[config.mk]
export PLATFORM = sky130hd
export DESIGN_NAME = wake_decide
export DESIGN_NICKNAME = d
export VERILOG_FILES = /design/src/rtl/wake_decide.sv
export SDC_FILE = /design/constraint.sdc
export NUM_CORES = 1
export LEC_CHECK = 0
export CAP_MARGIN = 15
export CELL_PAD_IN_SITES_DETAIL_PLACEMENT = 0
export CELL_PAD_IN_SITES_GLOBAL_PLACEMENT = 2
export CORE_MARGIN = 4
export CORE_UTILIZATION = 30
export CTS_CLUSTER_DIAMETER = 40
export DETAILED_ROUTE_END_ITERATION = 6
export PLACE_DENSITY = 0.95
export RECOVER_POWER = 50
export SLEW_MARGIN = 20
export SYNTH_ARGS = -nofsm -noshare
export SYNTH_HDL_FRONTEND = slang
export SYNTH_SLANG_ARGS = --single-unit
[constraint.sdc]
create_clock -name clk_i -period 13.1 [get_ports clk_i]
set_input_delay 3.275 -clock clk_i [delete_from_list [all_inputs] [get_ports clk_i]]
set_output_delay 3.275 -clock clk_i [all_outputs]
set_load 0.005 [all_outputs]
[src/rtl/wake_decide.sv]
// wake_decide: argmax with confidence margin over a signed score vector,
// consecutive target-class hit counting, wake generation and frame-counted
// hold-off. Winning class indices are streamed out with valid/ready.
// Optional build macro: WAKE_DECIDE_STICKY_EN makes wake_o sticky until
// wake_clr_i; without it wake_o is a single-cycle pulse.
module wake_decide #(
    parameter int I_BW         = 32,
    parameter int NUM_CLASSES  = 2,
    parameter int TARGET_CLASS = 1,
    parameter int HIT_BW       = 4,
    parameter int HOLD_BW      = 8,
    localparam int CLS_W       = (NUM_CLASSES > 1) ? $clog2(NUM_CLASSES) : 1
) (
    input  logic                        clk_i,
    input  logic                        rst_i,
    input  logic [NUM_CLASSES*I_BW-1:0] data_i,
    input  logic                        valid_i,
    input  logic                        last_i,
    output logic                        ready_o,
    input  logic [HIT_BW-1:0]           cfg_hits_i,
    input  logic [I_BW-1:0]             cfg_margin_i,
    input  logic [HOLD_BW-1:0]          cfg_holdoff_i,
    input  logic                        wake_clr_i,
    output logic [CLS_W-1:0]            class_o,
    output logic                        class_valid_o,
    output logic                        class_last_o,
    input  logic                        class_ready_i,
    output logic                        wake_o
);

    typedef enum logic {
        ARMED   = 1'b0,
        HOLDOFF = 1'b1
    } state_t;

    state_t               state_q, state_d;
    logic [HIT_BW-1:0]    hit_cnt_q, hit_cnt_d;
    logic [HOLD_BW-1:0]   hold_cnt_q, hold_cnt_d;
    logic [CLS_W-1:0]     class_q, class_d;
    logic                 class_valid_q, class_valid_d;
    logic                 class_last_q, class_last_d;
    logic                 wake_q, wake_d;

    logic signed [I_BW-1:0] score [NUM_CLASSES];
    logic signed [I_BW-1:0] win_val;
    logic signed [I_BW-1:0] run_val;
    logic                   run_found;
    logic [CLS_W-1:0]       win_idx;
    logic [I_BW:0]          diff;
    logic                   margin_ok;
    logic                   beat_hit;
    logic                   accept;
    logic                   fire;
    logic [HIT_BW-1:0]      hit_thr;
    logic [HIT_BW-1:0]      hit_inc;

    // Unpack the flat score bus into one signed entry per class.
    always_comb begin
        for (int k = 0; k < NUM_CLASSES; k++) begin
            score[k] = data_i[k*I_BW +: I_BW];
        end
    end

    // Argmax (lowest index wins ties), runner-up over the other classes, margin test.
    always_comb begin
        win_idx   = '0;
        win_val   = score[0];
        for (int k = 1; k < NUM_CLASSES; k++) begin
            if (score[k] > win_val) begin
                win_val = score[k];
                win_idx = CLS_W'(k);
            end
        end
        run_val   = '0;
        run_found = 1'b0;
        for (int k = 0; k < NUM_CLASSES; k++) begin
            if ((CLS_W'(k) != win_idx) && (!run_found || (score[k] > run_val))) begin
                run_val   = score[k];
                run_found = 1'b1;
            end
        end
        diff      = {win_val[I_BW-1], win_val} - {run_val[I_BW-1], run_val};
        margin_ok = (diff >= {1'b0, cfg_margin_i});
        beat_hit  = (win_idx == CLS_W'(TARGET_CLASS)) && margin_ok;
    end

    assign ready_o = !class_valid_q || class_ready_i;
    assign accept  = valid_i && ready_o;
    assign hit_thr = (cfg_hits_i == '0) ? HIT_BW'(1) : cfg_hits_i;
    assign hit_inc = (hit_cnt_q == '1) ? hit_cnt_q : hit_cnt_q + HIT_BW'(1);

    // Hit counting, wake firing and hold-off sequencing per accepted beat.
    always_comb begin
        state_d    = state_q;
        hit_cnt_d  = hit_cnt_q;
        hold_cnt_d = hold_cnt_q;
        fire       = 1'b0;
        if (accept) begin
            case (state_q)
                ARMED: begin
                    if (beat_hit) begin
                        if (hit_inc >= hit_thr) begin
                            fire       = 1'b1;
                            hit_cnt_d  = '0;
                            hold_cnt_d = cfg_holdoff_i;
                            if (cfg_holdoff_i != '0) begin
                                state_d = HOLDOFF;
                            end
                        end else begin
                            hit_cnt_d = hit_inc;
                        end
                    end else begin
                        hit_cnt_d = '0;
                    end
                end
                HOLDOFF: begin
                    hit_cnt_d = '0;
                    if (hold_cnt_q <= HOLD_BW'(1)) begin
                        hold_cnt_d = '0;
                        state_d    = ARMED;
                    end else begin
                        hold_cnt_d = hold_cnt_q - HOLD_BW'(1);
                    end
                end
                default: begin
                    state_d = ARMED;
                end
            endcase
            if (last_i) begin
                hit_cnt_d = '0;
            end
        end
    end

    // Class output register: load on accept, drop valid once drained.
    always_comb begin
        class_d       = class_q;
        class_valid_d = class_valid_q;
        class_last_d  = class_last_q;
        if (accept) begin
            class_d       = win_idx;
            class_valid_d = 1'b1;
            class_last_d  = last_i;
        end else if (class_ready_i) begin
            class_valid_d = 1'b0;
        end
    end

`ifdef WAKE_DECIDE_STICKY_EN
    // Sticky wake: a new fire beats a simultaneous clear.
    always_comb begin
        wake_d = fire || (wake_q && !wake_clr_i);
    end
`else
    logic unused_wake_clr;
    assign unused_wake_clr = wake_clr_i;

    // Pulsed wake: high only in the cycle after the firing beat.
    always_comb begin
        wake_d = fire;
    end
`endif

    // State registers with synchronous active-high reset.
    always_ff @(posedge clk_i) begin
        if (rst_i) begin
            state_q       <= ARMED;
            hit_cnt_q     <= '0;
            hold_cnt_q    <= '0;
            class_q       <= '0;
            class_valid_q <= 1'b0;
            class_last_q  <= 1'b0;
            wake_q        <= 1'b0;
        end else begin
            state_q       <= state_d;
            hit_cnt_q     <= hit_cnt_d;
            hold_cnt_q    <= hold_cnt_d;
            class_q       <= class_d;
            class_valid_q <= class_valid_d;
            class_last_q  <= class_last_d;
            wake_q        <= wake_d;
        end
    end

    assign class_o       = class_q;
    assign class_valid_o = class_valid_q;
    assign class_last_o  = class_last_q;
    assign wake_o        = wake_q;

endmodule

==> summary.md <==
| Metric | Value |
|---|---|
| Status | finished, final reports clean |
| Largest net degree at the start of global routing | 29 |
| Final worst path period share | a little under nine tenths |
| WHS Path Cells | 2 |
| Hold Crit Class | reg -> reg |
| Critical Path AT | 11.25 ns |
| Fmax | around 90 MHz |
| Number of max-cap violations | 0 |
| Clock buffer depth | 2 |
| Largest area contributor in the netlist | ha_1 |
| Reg-to-Reg End | hold_cnt_q[1]$_SDFFE_PP0P_ |
| Hold Vio Cnt, Final | 0 |
| CTS Hold Buffers Added | 0 |
| Count leader, synth | inv_1 |
| Placer Congestion | about 0.79 |
| Die span in x | roughly 130 um |
| Peak supply drop | about 36 uV |
| Synth warn | 0 |
| Type of the worst setup path | in -> reg |
| Cell variety after synth | between 70 and 80 |
| DR vias | 5,058 |
| Syn avg cell area | 7.04 um^2 |
| Port-buffer cells | between 100 and 150 |
| Multi-input gate area | approximately 4000 um^2 |
| Worst Tran Pin Value | around 1.3 ns |
| FF+latch count, synth | 17 |
| Grt ovf | 0 |
| Reg area | around 340 um^2 |
| CTS tree | built |
| First-pass GRT wire length | about 24,000 um |
| Critical path's largest stage delay | about 1.0 ns |
| Hold Startpoint | class_last_o$_SDFFE_PP0P_ |
| Layout cell share with drive strength beyond 1 | ~3.8% |
| Inserted Diodes | 0 |
| Total CTS buffers | 3 |
| DRC violations left | 0 |
| Vias in the first global route | between 4,000 and 5,000 |
| Core Region | 15,400 um^2 |
| Dpl hpwl | between 10,000 and 15,000 um |
| Post-layout min period | 11.15 ns |
| Worst-path clk slew | ~0.05 ns |
| Net count, final | between 900 and 1,000 |
| Critical Path End Type | flip-flop |
| Synth top area share | a little under a fifth |
| CP delay by family, top | compound AO/OA/AOI/OAI gates |
| CP startpoint kind | input pin |
| Worst path slowest cell | clkbuf_1 |
| Clock Latency Late Sink | 0.25 ns |
| Starting DRT DRC Count | between 200 and 300 |
| Sink Count | 17 |
| Finish-stage setup viols | 0 |
| Synth area leaders | ha_1 19%, dfxtp_1 7.1%, inv_1 6.4% |
| Placed insts | between 900 and 1,000 |
| Most instantiated cells after synthesis | 82 x inv_1, 72 x ha_1, 54 x nand2_1 |
| ANT nets after route | 0 |
| Routed WL | 14,600 um |
| Post-Layout Cell Count | a little under 1,000 |
| Post-CTS setup buffers | 0 |
| R2R setup slack | between 9 and 10 ns |
| Register area share after synthesis | between 7 and 8% |
| EDFF count, synth | 0 |
| H-tree depth | 1 |
| RSZ-0062 raised after global routing | false |
| Leak | between 0.002 and 0.003 uW |
| Post-Synthesis Cells | between 600 and 700 |
| Slew headroom | about an eighth |
| Setup TNS | 0 ns |
| Pins Over Slew Limit | 0 |
| Worst Path Required | 13.20 ns |
| I/O pin total | approximately 120 |
| Synth async-reset ratio | 0% |
| WL/cell | approximately 15 um |
| Syn nets | around 870 |
| Rows | 45 |
| Fill cells | around 1,700 |
| CP Max Fanout | 28 |
| Tot GR Track Use | about 16% |
| Die Y-Extent | 135 um |
| CTS root buf | clkbuf_16 |
| Worst Path Buf+Inv | 3 |
| Via density | ~5.1 |
| Worst R2R Start | hit_cnt_q[0]$_SDFFE_PP0P_ |
| Post-CTS sizing | 0 |
| Setup Skew | about 0.0041 ns |
| Antenna violations before repair | 0 |
| P&R area growth vs syn | 28.6% |
| Drt pass-1 iters | 4 |
| Path depth of the worst reg2reg path | 14 |
| Post-synthesis cell area | between 4000 and 5000 um^2 |
| Hold EP | class_last_o$_SDFFE_PP0P_ |
| Die Area | approximately 18,000 um^2 |
| Pwr/cell area | 74.0 nW/um^2 |
| Critical path depth in cells | 31 |
| Top FF cell, synth | dfxtp_1 |
| Initial Utilization | roughly 31% |
worst register-to-register path: stages (launching register included):
cell       delay (ns)
dfxtp_1          0.38
ha_1             0.23
nand3_1          0.14
xnor2_1          0.28
ha_1             0.28
nand2b_1         0.14
a21o_1           0.17
a21o_1           0.16
a21oi_1          0.30
nor2_1           0.11
nand2_1          0.12
a2bb2oi_1        0.20
o21ai_2          0.22
nor2_1           0.18
a211oi_2         0.06
placed cells by master, fill, tap and decap left out, types with 15 or more instances in the layout:
cell type | netlist | routed
a21o_1 | 26 | 26
a21oi_1 | 47 | 47
a31oi_1 | 16 | 17
clkdlybuf4s50_1 | 0 | 111
dfxtp_1 | 17 | 17
ha_1 | 72 | 72
inv_1 | 82 | 82
nand2_1 | 54 | 54
nand2b_1 | 21 | 21
nand3_1 | 24 | 24
nor2_1 | 52 | 52
o21ai_0 | 17 | 17
o22ai_1 | 15 | 15
xnor2_1 | 25 | 25
worst max path at each step:
stage | start | to | slack [ns]
2_1_floorplan | data_i[17] | hold_cnt_q[5]$_SDFFE_PP0P_ | 4.13
3_5_place_dp | data_i[31] | hold_cnt_q[1]$_SDFFE_PP0P_ | 2.49
5_1_grt | data_i[31] | hold_cnt_q[3]$_SDFFE_PP0P_ | 1.03
3_3_place_gp | data_i[31] | hold_cnt_q[5]$_SDFFE_PP0P_ | 2.51
4_1_cts | data_i[31] | hold_cnt_q[1]$_SDFFE_PP0P_ | 2.72
6_report | data_i[31] | hold_cnt_q[1]$_SDFFE_PP0P_ | 1.95
flip-flops by register name (all words and copies together) (netlist names):
signal,count
class_o,1
wake_o,1
class_last_o,1
hit_cnt_q,4
hold_cnt_q,8
state_q,1
class_valid_o,1
where the power goes:
group / switching (uW) / leakage [uW] / internal (uW) / total, uW
clock network: 19.9 / 0.0000382 / 41.3 / 61.2
registers: 1.90 / 0.000138 / 54.0 / 55.9
logic: 183 / 0.00265 / 158 / 340
total: 204 / 0.00282 / 253 / 457
per-stage QoR:
stage               hold slack, ns  area (um^2)  util, %  power, uW  setup WS (ns)
floorplan                    0.453         4800        -        301           4.13
global placement             0.445         6120     39.7        400           2.51
detailed placement           0.448         6120     39.7        401           2.49
CTS                          0.454         6200     40.2        464           2.72
global route                 0.468         6180     40.0        507           1.03
finish                       0.450         6180     40.0        457           1.95
routing by layer:
metal	track usage [%]	up-vias	part of all wire [%]
li1	-	2697	-
met1	22.7	2239	49
met2	26.2	116	45
met3	1.68	6	5.9
met4	1.53	0	0.38
met5	0	-	0
layout make-up:
class,count,area share [%]
Tap cell,211,4.27
Timing Repair Buffer,119,19.1
Clock buffer,4,1.28
Multi-Input combinational cell,559,64.8
Sequential cell,17,5.51
Inverter,82,4.98
kinds of logic after synthesis:
logic type	synth area share [%]
adder cells (fa/ha/maj)	18.7
XOR/XNOR	5.83
buffers and inverters	9.24
AND/OR/NAND/NOR	25.7
multiplexers	2.01
AO/OA/AOI/OAI	31.4
flip-flops	7.08
Power figures use the tool's default switching activity.
